<file path="src/rtl/core_pkg.sv">
// Shared RV32I core definitions: opcode constants, bubble encoding, immediate formats
// and the ID/EX pipeline payload.
package core_pkg;

    localparam int unsigned XLEN   = 32;
    localparam int unsigned REG_AW = 5;
    localparam int unsigned NREGS  = 32;

    localparam logic [6:0] LUI   = 7'b0110111;
    localparam logic [6:0] AUIPC = 7'b0010111;
    localparam logic [6:0] JAL   = 7'b1101111;
    localparam logic [6:0] JALR  = 7'b1100111;
    localparam logic [6:0] BCC   = 7'b1100011;
    localparam logic [6:0] LCC   = 7'b0000011;
    localparam logic [6:0] SCC   = 7'b0100011;
    localparam logic [6:0] MCC   = 7'b0010011;
    localparam logic [6:0] RCC   = 7'b0110011;
    localparam logic [6:0] SYS   = 7'b1110011;

    localparam logic [31:0] NOP_INST = 32'h0000_0000;

    typedef enum logic [2:0] {
        IMM_I,
        IMM_S,
        IMM_B,
        IMM_U,
        IMM_J,
        IMM_NONE
    } imm_fmt_e;

    typedef struct packed {
        logic              valid;
        logic [XLEN-1:0]   pc;
        logic [6:0]        opcode;
        logic [2:0]        funct3;
        logic [6:0]        funct7;
        logic [REG_AW-1:0] rs1;
        logic [REG_AW-1:0] rs2;
        logic [REG_AW-1:0] rd;
        logic [XLEN-1:0]   rs1_data;
        logic [XLEN-1:0]   rs2_data;
        logic [XLEN-1:0]   imm;
        logic              memread;
        logic              regwrite;
        logic              illegal;
    } id_ex_t;

    // Sign-extended immediate for a given encoding format.
    function automatic logic [XLEN-1:0] gen_imm(input imm_fmt_e fmt, input logic [31:0] inst);
        logic [XLEN-1:0] imm;
        imm = '0;
        case (fmt)
            IMM_I:   imm = {{20{inst[31]}}, inst[31:20]};
            IMM_S:   imm = {{20{inst[31]}}, inst[31:25], inst[11:7]};
            IMM_B:   imm = {{19{inst[31]}}, inst[31], inst[7], inst[30:25], inst[11:8], 1'b0};
            IMM_U:   imm = {inst[31:12], 12'h000};
            IMM_J:   imm = {{11{inst[31]}}, inst[31], inst[19:12], inst[20], inst[30:21], 1'b0};
            default: imm = '0;
        endcase
        return imm;
    endfunction

endpackage

</file>
<file path="src/rtl/regfile.sv">
// 32x32 integer register file: two asynchronous read ports, one synchronous write port,
// write-through bypass, x0 hardwired to zero.
module regfile
    import core_pkg::*;
#(
    parameter int unsigned XLEN = 32
) (
    input  logic              clk,
    input  logic              rst_n,
    input  logic [REG_AW-1:0] i_raddr1,
    input  logic [REG_AW-1:0] i_raddr2,
    output logic [XLEN-1:0]   o_rdata1_c,
    output logic [XLEN-1:0]   o_rdata2_c,
    input  logic              i_we,
    input  logic [REG_AW-1:0] i_waddr,
    input  logic [XLEN-1:0]   i_wdata
);

    logic [XLEN-1:0] r_mem [NREGS];
    logic            w_wr_en;

    assign w_wr_en = i_we && (i_waddr != '0);

    always_ff @(posedge clk or negedge rst_n) begin
        if (!rst_n) begin
            for (int unsigned i = 0; i < NREGS; i++) begin
                r_mem[i] <= '0;
            end
        end else if (w_wr_en) begin
            r_mem[i_waddr] <= i_wdata;
        end
    end

    // A same-cycle write to the addressed register wins over the stored value.
    always_comb begin
        o_rdata1_c = r_mem[i_raddr1];
        if (i_raddr1 == '0) begin
            o_rdata1_c = '0;
        end else if (w_wr_en && (i_waddr == i_raddr1)) begin
            o_rdata1_c = i_wdata;
        end
    end

    always_comb begin
        o_rdata2_c = r_mem[i_raddr2];
        if (i_raddr2 == '0) begin
            o_rdata2_c = '0;
        end else if (w_wr_en && (i_waddr == i_raddr2)) begin
            o_rdata2_c = i_wdata;
        end
    end

endmodule

</file>
<file path="src/rtl/decode.sv">
// RV32I decode stage: field and immediate decode, register read, load-use stall
// detection and the ID/EX pipeline register.
module decode
    import core_pkg::*;
#(
    parameter int unsigned XLEN     = 32,
    parameter logic [31:0] NOP_INST = core_pkg::NOP_INST
) (
    input  logic            CLK,
    input  logic            RES,
    input  logic [XLEN-1:0] IF_ID_pc,
    input  logic [31:0]     IF_ID_inst,
    input  logic            branch_taken,
    input  logic            WB_we,
    input  logic [4:0]      WB_rd,
    input  logic [XLEN-1:0] WB_data,
    output logic            Load_bubble,
    output logic            ID_EX_valid,
    output logic [XLEN-1:0] ID_EX_pc,
    output logic [6:0]      ID_EX_opcode,
    output logic [2:0]      ID_EX_funct3,
    output logic [6:0]      ID_EX_funct7,
    output logic [4:0]      ID_EX_rs1,
    output logic [4:0]      ID_EX_rs2,
    output logic [4:0]      ID_EX_rd,
    output logic [XLEN-1:0] ID_EX_rs1_data,
    output logic [XLEN-1:0] ID_EX_rs2_data,
    output logic [XLEN-1:0] ID_EX_imm,
    output logic            ID_EX_memread,
    output logic            ID_EX_regwrite,
    output logic            ID_EX_illegal
);

    logic [6:0]        w_opcode;
    logic [2:0]        w_funct3;
    logic [6:0]        w_funct7;
    logic [REG_AW-1:0] w_rs1;
    logic [REG_AW-1:0] w_rs2;
    logic [REG_AW-1:0] w_rd;
    logic              w_valid;
    logic              w_supported;
    logic              w_use_rs1;
    logic              w_use_rs2;
    logic              w_writes_rd;
    logic              w_is_load;
    imm_fmt_e          w_imm_fmt;
    logic [XLEN-1:0]   w_rs1_data;
    logic [XLEN-1:0]   w_rs2_data;
    logic [XLEN-1:0]   w_imm;
    logic              w_hazard;
    logic              w_bubble;
    id_ex_t            w_id_ex_d;
    id_ex_t            r_id_ex;

    assign w_opcode = IF_ID_inst[6:0];
    assign w_rd     = IF_ID_inst[11:7];
    assign w_funct3 = IF_ID_inst[14:12];
    assign w_rs1    = IF_ID_inst[19:15];
    assign w_rs2    = IF_ID_inst[24:20];
    assign w_funct7 = IF_ID_inst[31:25];
    assign w_valid  = (IF_ID_inst != NOP_INST);

    // Opcode class: operand usage, destination write and immediate format.
    always_comb begin
        w_supported = 1'b1;
        w_use_rs1   = 1'b0;
        w_use_rs2   = 1'b0;
        w_writes_rd = 1'b0;
        w_is_load   = 1'b0;
        w_imm_fmt   = IMM_NONE;
        case (w_opcode)
            LUI, AUIPC: begin
                w_writes_rd = 1'b1;
                w_imm_fmt   = IMM_U;
            end
            JAL: begin
                w_writes_rd = 1'b1;
                w_imm_fmt   = IMM_J;
            end
            JALR, MCC: begin
                w_use_rs1   = 1'b1;
                w_writes_rd = 1'b1;
                w_imm_fmt   = IMM_I;
            end
            BCC: begin
                w_use_rs1 = 1'b1;
                w_use_rs2 = 1'b1;
                w_imm_fmt = IMM_B;
            end
            LCC: begin
                w_use_rs1   = 1'b1;
                w_writes_rd = 1'b1;
                w_is_load   = 1'b1;
                w_imm_fmt   = IMM_I;
            end
            SCC: begin
                w_use_rs1 = 1'b1;
                w_use_rs2 = 1'b1;
                w_imm_fmt = IMM_S;
            end
            RCC: begin
                w_use_rs1   = 1'b1;
                w_use_rs2   = 1'b1;
                w_writes_rd = 1'b1;
            end
            SYS: begin
                w_writes_rd = 1'b1;
                w_imm_fmt   = IMM_I;
            end
            default: begin
                w_supported = 1'b0;
            end
        endcase
    end

    assign w_imm = gen_imm(w_imm_fmt, IF_ID_inst);

    regfile #(
        .XLEN(XLEN)
    ) u_regfile (
        .clk        (CLK),
        .rst_n      (RES),
        .i_raddr1   (w_rs1),
        .i_raddr2   (w_rs2),
        .o_rdata1_c (w_rs1_data),
        .o_rdata2_c (w_rs2_data),
        .i_we       (WB_we),
        .i_waddr    (WB_rd),
        .i_wdata    (WB_data)
    );

    // A load in ID/EX whose destination feeds an operand actually used here must stall one cycle.
    assign w_hazard = r_id_ex.valid && r_id_ex.memread && (r_id_ex.rd != '0) && w_valid &&
                      ((w_use_rs1 && (w_rs1 == r_id_ex.rd)) ||
                       (w_use_rs2 && (w_rs2 == r_id_ex.rd)));

    assign Load_bubble = w_hazard && !branch_taken;
    assign w_bubble    = branch_taken || w_hazard || !w_valid;

    always_comb begin
        w_id_ex_d = '0;
        if (!w_bubble) begin
            w_id_ex_d.valid    = 1'b1;
            w_id_ex_d.pc       = IF_ID_pc;
            w_id_ex_d.opcode   = w_opcode;
            w_id_ex_d.funct3   = w_funct3;
            w_id_ex_d.funct7   = w_funct7;
            w_id_ex_d.rs1      = w_rs1;
            w_id_ex_d.rs2      = w_rs2;
            w_id_ex_d.rd       = w_rd;
            w_id_ex_d.rs1_data = w_rs1_data;
            w_id_ex_d.rs2_data = w_rs2_data;
            w_id_ex_d.imm      = w_imm;
            w_id_ex_d.memread  = w_is_load;
            w_id_ex_d.regwrite = w_writes_rd && (w_rd != '0);
            w_id_ex_d.illegal  = !w_supported;
        end
    end

    always_ff @(posedge CLK or negedge RES) begin
        if (!RES) begin
            r_id_ex <= '0;
        end else begin
            r_id_ex <= w_id_ex_d;
        end
    end

    assign ID_EX_valid    = r_id_ex.valid;
    assign ID_EX_pc       = r_id_ex.pc;
    assign ID_EX_opcode   = r_id_ex.opcode;
    assign ID_EX_funct3   = r_id_ex.funct3;
    assign ID_EX_funct7   = r_id_ex.funct7;
    assign ID_EX_rs1      = r_id_ex.rs1;
    assign ID_EX_rs2      = r_id_ex.rs2;
    assign ID_EX_rd       = r_id_ex.rd;
    assign ID_EX_rs1_data = r_id_ex.rs1_data;
    assign ID_EX_rs2_data = r_id_ex.rs2_data;
    assign ID_EX_imm      = r_id_ex.imm;
    assign ID_EX_memread  = r_id_ex.memread;
    assign ID_EX_regwrite = r_id_ex.regwrite;
    assign ID_EX_illegal  = r_id_ex.illegal;

endmodule
</file>
<file path="config.mk">
export PLATFORM = sky130hd
export DESIGN_NAME = decode
export DESIGN_NICKNAME = d
export VERILOG_FILES = /design/src/rtl/core_pkg.sv /design/src/rtl/regfile.sv /design/src/rtl/decode.sv
export SDC_FILE = /design/constraint.sdc
export NUM_CORES = 2
export LEC_CHECK = 0
export CORE_UTILIZATION = 30
export DETAILED_ROUTE_END_ITERATION = 8
export MAX_ROUTING_LAYER = met4
export PLACE_DENSITY_LB_ADDON = 0.1
export SYNTH_ARGS = -nofsm -noshare
export SYNTH_HDL_FRONTEND = slang
export SYNTH_SLANG_ARGS = --single-unit
</file>
<file path="constraint.sdc">
create_clock -name CLK -period 4 [get_ports CLK]
set_input_delay 0.8 -clock CLK [delete_from_list [all_inputs] [get_ports CLK]]
set_output_delay 0.8 -clock CLK [all_outputs]
set_load 0.01 [all_outputs]
</file>
==> flow_summary.toml <==
[status]
outcome = "finished with violations"
violations = "DRC"

[sta]
setup_slack_ns = 0.127
setup_viol = 0
slew_headroom_pct = 5.46
finalCriticalPeriod_ns = 3.87
slew_violations = 0
rsz0062_at_grt = "no"
hold_violations = 0
finalCritPeriodShare_pct = 96.8
tns_ns = 0
fin_skew_ns = 0.0351
max_freq_mhz = 258
worstMarginPinSlew_ns = 1.42

[clock_network]
cts.sinks = 1188
cts_tree = "built"
post-cts-setup-buffer-count = 0
cts-buffers-inserted = 146
cts_root_buf = "clkbuf_16"
clkLatencyLatePin_ns = 0.79
cts_max_path_buffers = 3
clk_pin_slew_worst_paths_ns = 0.05
htreeDepth = 4

[floorplanning]
die_w_um = 451
die_h_um = 451
start_util_pct = 30.2
ioPinCount = 270
coreArea_mm2 = 0.200
rows = 164
dieArea_mm2 = 0.203

[routing]
wire_per_inst_um = 32.6
dr_wl_met3_mm = 7.76
first_iter_violations = 2580
postRouteAntennaNets = 0
vias_per_cell = 5.46
met1_length_mm = 101
routed.top_layer = "met4"
drc = 58
wl_met2_mm = 112
routed_wl_mm = 226
vias = 37920
drtPass1Iterations = 7

[worst_hold_path]
min_path_type = "in -> reg"
holdPathStages = 3

[setup_path]
crit_chain = "clkdlybuf4s50_1, or4_1, nor2_1, nand2_1, or3_4, nor3b_2, clkdlybuf4s50_1"
critPathMostFrequentCell = "clkdlybuf4s50_1"
cp_top_family = "simple AND/OR/NAND/NOR gates"
cp.arrival_ns = 3.07
cp.required_ns = 3.20
r2r_cells = 8
crit_path_start_kind = "primary input"
critPathBufInv = 2
worst_setup_path_end_kind = "primary output"
worstPathMaxFanout = 2
cp.depth = 7
critPathSlowestCell = "or4_1"
cpPeakStageDelay_ns = 0.48
critPathKind = "in -> out"

[placement]
pre_cts_ws_ns = 0.0332
place_congestion = 0.770
dp_cells = 6685
placement.io_buffers = 269
place.detailed.hpwl_mm = 132

[pwr]
leakage_nw = 30.5
switching_share_pct = 27.0
combPwrFrac_pct = 19.0
clock_power_share_pct = 36.9
net-switching-power_mw = 9.55
power_density_mw_per_mm2 = 493
p_total_mw = 35.4
seq_power_share_pct = 44.1
p_int_mw = 25.8
ir_drop_mv = 0.447

[synth]
synth_top_area_share_pct = 49.2
syn-cell-area_mm2 = 0.0604
synth_warnings = 0
ys.flop_type = "dfrtp_1"
async_flop_share_pct = 100
syn_avg_cell_area_um2 = 15.1
yosysMostFrequentCell = "dfrtp_1"
synth_top_area_cell = "dfrtp_1"
synth_cells = 4010
synth.distinct_cells = 65
syn-num-nets = 4115
synth_edf_count = 0
synth_common_cells = "1,188 x dfrtp_1, 983 x mux2_2, 498 x mux4_2"
yosysSeqAreaShare_pct = 49.2
ys_ff_latch = 1188
synthTopCellsByArea = "dfrtp_1 49%, mux4_2 19%, mux2_2 18%"

[cells_and_area]
layout-drive-gt1-share_pct = 45.7
stdcell_count = 6942
area_growth_pct = 18.8
final_nets = 4283

[global_routing]
grt_pass1_vias = 40157
grtUsageTotal_pct = 23.1
grt_pass1_wl_mm = 325
grt_max_degree = 149
grt_overflow = 0
antenna_found_initial = 11

[job]
cap_violations = 0
==> stage by stage <==
stage / utilization, % / hold WS (ns) / instance area, um2
floorplan: - / 0.441 / 60400
global placement: 33.6 / 0.378 / 67100
detailed placement: 33.6 / 0.383 / 67100
CTS: 35.9 / 0.272 / 71700
global route: 35.9 / 0.313 / 71700
finish: 35.9 / 0.344 / 71700
==> worst register-to-register path, stage by stage (launching register included) <==
cell       delay, ns
dfrtp_1         0.44
xnor2_1         0.16
nand4_1         0.14
a2111oi_2       0.06
o21ai_2         0.16
buf_4           0.20
or3b_4          0.42
buf_4           0.27
nor3_1          0.39
==> cell families after synthesis <==
| logic type | synth area share (%) |
|---|---|
| compound gates | 3.73 |
| xor+xnor | 0.290 |
| flops | 49.2 |
| buf+inv | 3.37 |
| simple gates | 2.97 |
| mux | 40.4 |
==> cell type report <==
class,count,area (um2)
tap,2656,3320
inverter,5,26.3
multi-input combinational,2367,28900
timing repair buffer,470,5150
fill,19157,128000
clock buffer,217,4250
antenna,4,10.0
sequential,1188,29700
clock inverter,35,358
==> sequential cells by signal, indices dropped and copies added, names as in the netlist, 3 cells and up <==
| register | count |
|---|---|
| ID_EX_rs1 | 5 |
| ID_EX_pc | 32 |
| u_regfile.r_mem | 1024 |
| ID_EX_opcode | 7 |
| ID_EX_imm | 32 |
| ID_EX_funct7 | 7 |
| ID_EX_funct3 | 3 |
| ID_EX_rs1_data | 32 |
| ID_EX_rd | 5 |
| ID_EX_rs2_data | 32 |
| ID_EX_rs2 | 5 |
==> cells in the final DEF, fill, tap and decap left out, types with 7 or more instances in the layout <==
| master | instances |
|---|---|
| dfrtp_1 | 1188 |
| mux2_2 | 983 |
| mux4_2 | 498 |
| clkdlybuf4s50_1 | 257 |
| mux2i_1 | 200 |
| clkbuf_16 | 150 |
| buf_4 | 130 |
| nor2_1 | 76 |
| buf_12 | 73 |
| and2_1 | 69 |
| nor3_1 | 59 |
| a21oi_1 | 56 |
| clkbuf_1 | 43 |
| nand2_1 | 42 |
| a221oi_1 | 41 |
| a221o_1 | 39 |
| o21ai_0 | 37 |
| o22ai_1 | 34 |
| clkbuf_8 | 24 |
| clkinv_2 | 22 |
| o2bb2ai_1 | 20 |
| a22oi_1 | 19 |
| nand2_4 | 16 |
| nand3_1 | 15 |
| nor2_4 | 14 |
| xnor2_1 | 13 |
| o211ai_1 | 13 |
| a211oi_1 | 10 |
| mux2_1 | 9 |
| xor2_1 | 7 |
| a32o_1 | 7 |
| a31oi_1 | 7 |
==> worst paths after layout <==
kind,to,start,slack [ns]
worst min register to register,u_regfile.r_mem[1008]$_DFFE_PN0P_,u_regfile.r_mem[1008]$_DFFE_PN0P_,0.40
worst max-delay path,Load_bubble,IF_ID_inst[18],0.13
worst max register to register,ID_EX_rs1_data[8]$_DFF_PN0_,ID_EX_rd[3]$_DFF_PN0_,1.64
min in group asynchronous,u_regfile.r_mem[858]$_DFFE_PN0P_,RES,0.55
max in group asynchronous,u_regfile.r_mem[81]$_DFFE_PN0P_,RES,2.14
worst min-delay path,ID_EX_imm[16]$_DFF_PN0_,IF_ID_inst[16],0.34
==> per-layer routing <==
metal  track usage, %  vias to the layer above
met2             37.6                      770
met3             3.00                      273
met4             5.56                        0
met1             30.6                    21136
li1                 -                    15741
met5                -                        -
==> power by group through the flow <==
stage / Combinational [mW] / Sequential, mW / Clock [mW]
after floorplan: 4.79 / 15.3 / 0
after global placement: 6.74 / 15.7 / 0
after detailed placement: 6.81 / 15.8 / 0
after CTS: 6.83 / 15.6 / 13.5
after global routing: 7.23 / 15.9 / 13.9
final: 6.73 / 15.6 / 13.0
==> what timing repair did <==
action,in CTS,in global routing
endpoints found under the setup margin,0,1
hold endpoints to repair,23,0
gates resized for setup,0,3
hold buffers,1,0
No activity file was read; power rests on OpenSTA's default activity.
